===== src/rtl/bitvec_id_drain.sv =====
// bitvec_id_drain
// ---------------------------------------------------------------------------
// Purpose: buffers one bit-vector per cycle, with no backpressure, in a small
// FIFO. Each buffered vector is then serialized into the ascending list of its
// set-bit indices, one index per valid/ready beat.
//
// An all-zero vector produces a single marker beat: id_none=1,
// id_last=1, id_out=0. A vector that arrives while the FIFO is full, and no
// entry leaves the FIFO that cycle, is dropped. The drop sets the sticky
// overflow flag.
//
// Ports:
//   clk         in   single clock, posedge
//   rst         in   synchronous active-high reset
//   in          in   BIT_VEC_SIZE vector from the bfpu
//   valid_in    in   vector valid (no ready returned)
//   out_ready   in   downstream accepts the current beat
//   id_out      out  set-bit index of the current beat
//   id_valid    out  beat valid
//   id_last     out  final beat of the current vector
//   id_none     out  marker beat for an all-zero vector
//   count_out   out  popcount of the current vector
//   fifo_level  out  registered FIFO occupancy (excludes the work register)
//   overflow    out  sticky: a vector was dropped
// ---------------------------------------------------------------------------
module bitvec_id_drain #(
  parameter int BIT_VEC_SIZE     = 128,
  parameter int BIT_VEC_SIZE_LOG = 7,
  parameter int DEPTH            = 4
) (
  input  logic                          clk,
  input  logic                          rst,
  input  logic [BIT_VEC_SIZE-1:0]       in,
  input  logic                          valid_in,
  input  logic                          out_ready,
  output logic [BIT_VEC_SIZE_LOG-1:0]   id_out,
  output logic                          id_valid,
  output logic                          id_last,
  output logic                          id_none,
  output logic [BIT_VEC_SIZE_LOG:0]     count_out,
  output logic [$clog2(DEPTH):0]        fifo_level,
  output logic                          overflow
);

  localparam int PW = $clog2(DEPTH);
  localparam int LW = PW + 1;
  localparam int CW = BIT_VEC_SIZE_LOG + 1;
  localparam logic [BIT_VEC_SIZE-1:0] WORK_ONE = BIT_VEC_SIZE'(1);

  typedef enum logic {IDLE = 1'b0, EMIT = 1'b1} state_t;

  state_t                     state_q, state_d;
  logic [BIT_VEC_SIZE-1:0]    mem_q [DEPTH];
  logic [PW-1:0]              wr_ptr_q, wr_ptr_d;
  logic [PW-1:0]              rd_ptr_q, rd_ptr_d;
  logic [LW-1:0]              level_q, level_d;
  logic [BIT_VEC_SIZE-1:0]    work_q, work_d;
  logic [CW-1:0]              count_q, count_d;
  logic                       none_q, none_d;
  logic                       overflow_q, overflow_d;

  logic [BIT_VEC_SIZE-1:0]    head_vec;
  logic [CW-1:0]              head_cnt;
  logic [BIT_VEC_SIZE_LOG-1:0] low_idx;
  logic                       emit;
  logic                       work_single;
  logic                       retire;
  logic                       retire_last;
  logic                       fifo_nonempty;
  logic                       pop;
  logic                       push;

  // -------------------------------------------------------------------------
  // Combinational helpers
  // -------------------------------------------------------------------------
  assign head_vec      = mem_q[rd_ptr_q];
  assign emit          = (state_q == EMIT);
  assign fifo_nonempty = (level_q != '0);

  // At most one bit is set in work. For the beat of an all-zero vector, work
  // is zero, so the beat is also reported as last.
  assign work_single = ((work_q & (work_q - WORK_ONE)) == '0);

  assign retire      = emit && out_ready;
  assign retire_last = retire && work_single;

  // Load the head entry when idle. Also load it when the last beat of the
  // current vector retires, so that back-to-back vectors have no bubble
  // between them.
  assign pop  = fifo_nonempty && (!emit || retire_last);

  // A full FIFO can still accept a vector if its head leaves in the same cycle.
  assign push = valid_in && ((level_q != LW'(DEPTH)) || pop);

  // Lowest set bit of the work register. The loop runs from the top down, so
  // the last match is the lowest set bit.
  always_comb begin
    low_idx = '0;
    for (int i = BIT_VEC_SIZE - 1; i >= 0; i--) begin
      if (work_q[i]) low_idx = BIT_VEC_SIZE_LOG'(i);
    end
  end

  // Popcount of the FIFO head, captured in count_q when the head is loaded.
  always_comb begin
    head_cnt = '0;
    for (int i = 0; i < BIT_VEC_SIZE; i++) begin
      head_cnt = head_cnt + CW'(head_vec[i]);
    end
  end

  // -------------------------------------------------------------------------
  // FSM: next-state logic
  // -------------------------------------------------------------------------
  always_comb begin
    state_d = state_q;
    unique case (state_q)
      IDLE: if (fifo_nonempty) state_d = EMIT;
      EMIT: if (retire_last && !fifo_nonempty) state_d = IDLE;
      default: state_d = IDLE;
    endcase
  end

  // -------------------------------------------------------------------------
  // Datapath next-state logic
  // -------------------------------------------------------------------------
  always_comb begin
    wr_ptr_d   = wr_ptr_q;
    rd_ptr_d   = rd_ptr_q;
    work_d     = work_q;
    count_d    = count_q;
    none_d     = none_q;
    overflow_d = overflow_q;

    if (push) wr_ptr_d = wr_ptr_q + PW'(1);
    if (valid_in && !push) overflow_d = 1'b1;

    if (pop) begin
      rd_ptr_d = rd_ptr_q + PW'(1);
      work_d   = head_vec;
      count_d  = head_cnt;
      none_d   = (head_vec == '0);
    end else if (retire) begin
      // Clear the lowest set bit. For the last beat this leaves work at zero.
      work_d = work_q & (work_q - WORK_ONE);
      if (work_single) begin
        count_d = '0;
        none_d  = 1'b0;
      end
    end

    level_d = level_q + LW'(push) - LW'(pop);
  end

  // -------------------------------------------------------------------------
  // State register
  // -------------------------------------------------------------------------
  always_ff @(posedge clk) begin
    if (rst) begin
      state_q    <= IDLE;
      wr_ptr_q   <= '0;
      rd_ptr_q   <= '0;
      level_q    <= '0;
      work_q     <= '0;
      count_q    <= '0;
      none_q     <= 1'b0;
      overflow_q <= 1'b0;
    end else begin
      state_q    <= state_d;
      wr_ptr_q   <= wr_ptr_d;
      rd_ptr_q   <= rd_ptr_d;
      level_q    <= level_d;
      work_q     <= work_d;
      count_q    <= count_d;
      none_q     <= none_d;
      overflow_q <= overflow_d;
    end
  end

  // FIFO storage. The storage itself is not reset; clearing the pointers on
  // reset is enough to discard any queued vectors.
  always_ff @(posedge clk) begin
    if (!rst && push) mem_q[wr_ptr_q] <= in;
  end

  // -------------------------------------------------------------------------
  // FSM: outputs
  // -------------------------------------------------------------------------
  always_comb begin
    id_valid   = emit;
    id_out     = (emit && !none_q) ? low_idx : '0;
    id_last    = emit && work_single;
    id_none    = emit && none_q;
    count_out  = count_q;
    fifo_level = level_q;
    overflow   = overflow_q;
  end

endmodule


===== config.mk =====
export PLATFORM = sky130hd
export DESIGN_NAME = bitvec_id_drain
export DESIGN_NICKNAME = d
export VERILOG_FILES = /design/src/rtl/bitvec_id_drain.sv
export SDC_FILE = /design/constraint.sdc
export NUM_CORES = 1
export LEC_CHECK = 0
export CORE_ASPECT_RATIO = 1.75
export CORE_UTILIZATION = 50
export DETAILED_ROUTE_END_ITERATION = 8
export PLACE_DENSITY = 0.73
export SLEW_MARGIN = 10
export SYNTH_ARGS = -nofsm -noshare
export SYNTH_HDL_FRONTEND = slang
export SYNTH_SLANG_ARGS = --single-unit

===== constraint.sdc =====
create_clock -name clk -period 8.2 [get_ports clk]
set_clock_uncertainty 0.05 [all_clocks]
set_input_delay 2.05 -clock clk [delete_from_list [all_inputs] [get_ports clk]]
set_output_delay 2.05 -clock clk [all_outputs]
set_load 0.01 [all_outputs]

# After elaboration in Yosys (flattened, before gate mapping)
# Memories as Yosys holds them, arrays and structs flattened. A register that Yosys moved wholly into a read port is not among the register bits.
# Cells that the tools add are included.
# Widths: inputs -> output; s select.
# word_totals
inputBits	132
output_inout_bits	22
word_cells	311
mem_bits_rw	512
n_memories	1
regBits	146
# memory_table
name	depth	width	rd	rd_clocked_by_memory_dff	write_ports	line	source
mem_q	4	128	1	1	1	53	logic [BIT_VEC_SIZE-1:0] mem_q [DEPTH];
# op_classes
bitwise	2
n_addsub	132
n_reduce_logical	23
n_mux	144
eq_ne	1
# ops
operator	n
$add 8x1->8	120
$mux 7	129
$logic_not 128->1	2
$mux 128	2
$and 128x128->128	1
$sub 128x1->128 const B	1
$mux 8	3
$logic_and 1x1->1	10
$add 7x1->8	1
$add 6x1->7	1
$mux 1	7
$add 5x1->6	1
$add 4x1->5	1
$logic_not 1->1	5
$add 2x1->2 const B	2
$add 3x1->4	1
$mux 2	2
$reduce_bool 2->1	2
$add 2x1->3	1
$add 3x1->3	1
$ne 3x3->1 const B	1
$reduce_bool 3->1	1
$sub 3x1->3	1
$add 1x1->2	1
other kinds (4)	5

# Logic depth before layout (Yosys ltp)
# depth
ltp_word	129
ltp_mapped	30
ltp_nobuf	27

# Least setup slack after synthesis
# No wires, ideal clock.
# synth_path
path_kind	register -> register
from	reg (tool-made name)
to	reg count_q[6] (netlist: count_out[6])
setup_time_ns	0.130
required_time_ns	8.020
setup_slack_ns	-0.756
stages_incl_launch_ff	26
arrival_time_ns	8.776
synth_period_minus_slack_ns	8.956
path_buffers	4
path_cell_list	dfxtp_1 > clkbuf_1 > buf_1 > clkbuf_1 > buf_1 > mux4_2 > fa_1 > inv_1 > fa_1 > fa_1 > fa_1 > fa_1 > fa_1 > fa_1 > fa_1 > fa_1 > fa_1 > inv_1 > ha_1 > fa_1 > a21o_1 > a21o_1 > a21o_1 > a21oi_1 > xor2_1 > o31ai_1
# synth_lines
element	line	source
to (signal assigned)	174	count_q <= count_d;
to (decl)	58	logic [CW-1:0] count_q, count_d;

==> out/results.md <==
| Stage | Parameter | Reported |
| --- | --- | --- |
| outcome | Status | finished clean |
| timing | Setup violation total in the final timing report | 0 |
| route | Vias | 24.5k |
| route | Met3 routed wirelength | 8940 um |
| die | Starting density of the core | 0.505 |
| clock network | Cts hold-fix bufs | 0 |
| synth | Post-Synthesis Net Count | 2837 |
| timing | Post-layout worst setup margin | 0.0517 ns |
| synth | Synthesized flop and latch total | 660 |
| timing | RSZ-0062 raised after global routing | yes |
| layout | Area of the multi-input gates | 12800 um^2 |
| place | Worst slack, placed | -0.0459 ns |
| route | Per-cell via count in the routed design | 6.65 |
| place | Global placer's final weighted congestion | 0.977 |
| die | Die extent in x | 195 um |
| grt | Initial antenna violation count | 2 |
| synth | Largest area contributor in the netlist | sky130_fd_sc_hd__edfxtp_1 |
| clock network | Clock latency on the worst-skew pair | 0.66 ns |
| synth | Proportion of synthesized chip area in sequential cells | 0.564 |
| synth | Synth unique cells | 83 |
| timing | Crit share post-route | 0.994 |
| grt | Gr usage total | 0.366 |
| synth | Synth top area share | 0.473 |
| place | Placed inst area | 35900 um^2 |
| timing | Final hold violation count | 0 |
| place | Port Buf Inserts | 153 |
| clock network | Clock Tree Root | sky130_fd_sc_hd__clkbuf_16 |
| synth | Warnings from Yosys | 0 |
| setup path | Crit-path slowest cell | sky130_fd_sc_hd__fa_1 |
| synth | Post-synth design cell area | 32500 um^2 |
| synth | Post-Synthesis Cells | 2558 |
| route | Pre-Repair DR Iteration Count | 6 |
| layout | Fin nets | 3097 |
| layout | Layout cells sized above 1 | 0.178 |
| layout | Final standard cell area without fillers | 38500 um^2 |
| die | I/O pin count | 154 |
| setup path | Kind of critical path | flop to flop |
| die | Height of the die | 339 um |
| setup path | Maximum fanout encountered on the critical timing path | 6 |
| grt | First-pass GRT wire length | 173000 um |
| route | Met2 Routed Length | 60100 um |
| layout | Area growth syn-to-layout | 18.4% |
| grt | Grt ovf | 0 |
| timing | Worst-margin pin slew | 1.12 ns |
| setup path | Cell type group with the largest total delay on the critical path | adder cells |
| clock network | CTS Buf Count | 58 |
| timing | Highest achievable clock rate | 123 MHz |
| route | WL/cell | 33.0 um |
| timing | Final total negative setup slack | 0 ns |
| timing | Worst slack on hold paths | 0.439 ns |
| clock network | Depth of the CTS H-tree | 2 |
| die | Die outline area | 66100 um^2 |
| clock network | CTS tree | yes |
| synth | Average instance area after synthesis | 12.7 um^2 |
| timing | Slew Viols, Final | 0 |
| setup path | Most repeated library cell on the critical path | sky130_fd_sc_hd__fa_1 |
| synth | Number of synthesized flops with an enable pin | 512 |
| run | # Max-Cap Violations | 0 |
| route | Final wirelength | 122000 um |
| clock network | Clock edge transition at the registers on the reported setup and hold paths | 0.08 ns |
| setup path | Crit path buffers/inverters | 9 |
| setup path | Delay contributed by the slowest stage of the critical path | 0.57 ns |
| setup path | Arrival time worst endpoint | 8.63 ns |
| grt | Vias in the first global route | 24.5k |
| route | Final routed DRC violation total | 0 |
| die | Cell Rows | 123 |
| hold path | Hold/Removal Path Class | flop to flop |
| route | Post-route met1 wirelength | 41800 um |
| timing | Period minus WS final | 8.15 ns |
| setup path | Category of the worst setup path capture point | flop |
| clock network | Number of clock sinks | 660 |
| setup path | Critical path required time | 8.68 ns |
| synth | Most frequently used cell type in the post-synthesis netlist | sky130_fd_sc_hd__edfxtp_1 |
| synth | Cell types with the largest area share after synthesis | sky130_fd_sc_hd__edfxtp_1, sky130_fd_sc_hd__dfxtp_1, sky130_fd_sc_hd__fa_1 |
| timing | Headroom to the max-slew limit | 0.246 |
| place | Post-detail-place hpwl | 87800 um |
| synth | Cell types with the highest counts after synthesis | sky130_fd_sc_hd__edfxtp_1, sky130_fd_sc_hd__inv_1, sky130_fd_sc_hd__o21ai_0 |
| clock network | Buffer depth of the longest clock path | 3 |
| route | Detailed Route Iter0 Violations | 2571 |
| layout | Fill count | 5052 |
| route | ANT nets after route | 0 |
| synth | Share of synthesized registers carrying an async set or reset | 0 |
| route | Highest Signal Layer | met5 |
| setup path | Startpoint type of the worst setup path | flop |
| layout | FF/Latch Area | 18300 um^2 |
| die | Core box area | 64300 um^2 |
| grt | Maximum number of pins on one net before global-route repair | 64 |
| synth | Top FF cell, synth | sky130_fd_sc_hd__edfxtp_1 |
-- layout by cell type, fill, tap and decap left out, drive strengths merged, types with 13 or more instances in the layout --
cell	n
edfxtp	512
buf	217
inv	202
o21ai	177
nor2	157
nand2	155
clkdlybuf4s50	152
dfxtp	148
fa	116
a21oi	102
mux4	100
nor4	89
clkbuf	69
nor3	57
nand3	55
o31ai	47
mux2i	43
or4	37
nand4	36
mux2	31
ha	31
a22o	22
or3	20
o32ai	20
clkinv	19
o2111ai	18
a32oi	18
a31oi	14
o211ai	14
a2111oi	13
-- state kept, by name (all words and copies together), names as in the netlist, named ones only --
register    cells
count_out       8
fifo_level      3
id_valid        1
mem_q         512
none_q          1
overflow        1
rd_ptr_q        2
work_q        128
wr_ptr_q        2
-- worst reg2reg max path, stage by stage, from the launching register on --
cell and delay, ns:
sky130_fd_sc_hd__dfxtp_4 0.39, sky130_fd_sc_hd__buf_12 0.14, sky130_fd_sc_hd__clkbuf_16 0.15, sky130_fd_sc_hd__buf_4 0.13, sky130_fd_sc_hd__buf_4 0.16, sky130_fd_sc_hd__mux4_2 0.36, sky130_fd_sc_hd__fa_1 0.57, sky130_fd_sc_hd__inv_1 0.06
sky130_fd_sc_hd__fa_2 0.33, sky130_fd_sc_hd__inv_2 0.08, sky130_fd_sc_hd__fa_1 0.44, sky130_fd_sc_hd__fa_1 0.54, sky130_fd_sc_hd__inv_1 0.05, sky130_fd_sc_hd__fa_1 0.50, sky130_fd_sc_hd__inv_1 0.05, sky130_fd_sc_hd__fa_1 0.55
sky130_fd_sc_hd__fa_1 0.44, sky130_fd_sc_hd__fa_1 0.54, sky130_fd_sc_hd__fa_1 0.45, sky130_fd_sc_hd__fa_1 0.51, sky130_fd_sc_hd__buf_4 0.16, sky130_fd_sc_hd__fa_2 0.38, sky130_fd_sc_hd__a21o_1 0.18, sky130_fd_sc_hd__a21o_1 0.18
sky130_fd_sc_hd__a21o_1 0.18, sky130_fd_sc_hd__a21oi_2 0.14, sky130_fd_sc_hd__xor2_1 0.07, sky130_fd_sc_hd__o31ai_1 0.24
-- final timing paths --
kind         slack (ns)        start  depth (start not counted)           end
max                0.05         flop                         27  count_out[6]
max reg2reg        0.05         flop                         27  count_out[6]
min reg2reg        0.44  rd_ptr_q[1]                          2          flop
min                0.44  rd_ptr_q[1]                          2          flop
-- cell families (layout without fill, tap and decap cells) --
logic type,after synthesis,in the layout,synth area share
flops,660,660,0.564
simple gates,654,654,0.102
compound gates,545,545,0.111
buf+inv,371,677,0.0439
mux,174,174,0.0933
fa+ha+maj,148,148,0.0837
xor+xnor,6,6,0.00162
other cells,0,2,0
-- metal layers --
layer | track usage | vias up
li1 | - | 10300
met1 | 0.424 | 12300
met2 | 0.614 | 1457
met3 | 0.0563 | 368
met4 | 0.271 | 2
met5 | 0 | -
-- metrics by stage --
step | utilization | std cells
detailed placement | 0.559 | 3529
finish | 0.598 | 3678
global placement | 0.559 | 3529
global route | 0.598 | 3676
floorplan | - | 2558
CTS | 0.592 | 3648
-- cell type report --
| class | count | share of cell area |
|---|---|---|
| antenna | 2 | 0.000130 |
| clock buffer | 65 | 0.0389 |
| clock inverter | 41 | 0.0114 |
| inverter | 198 | 0.0193 |
| multi-input combinational | 1527 | 0.334 |
| sequential | 660 | 0.477 |
| tap | 812 | 0.0264 |
| timing repair buffer | 373 | 0.0934 |
-- what timing repair did --
action / in CTS / in global routing
buffers inserted: 10 / 26
setup endpoints to repair: 4 / 5
pin swaps: 1 / 22
resized for setup: 15 / 47
gates cloned: 3 / 4
Power is left out: the tool's default activity adds up to more than one toggle a clock period on the data nets, which glitch-free logic cannot reach.
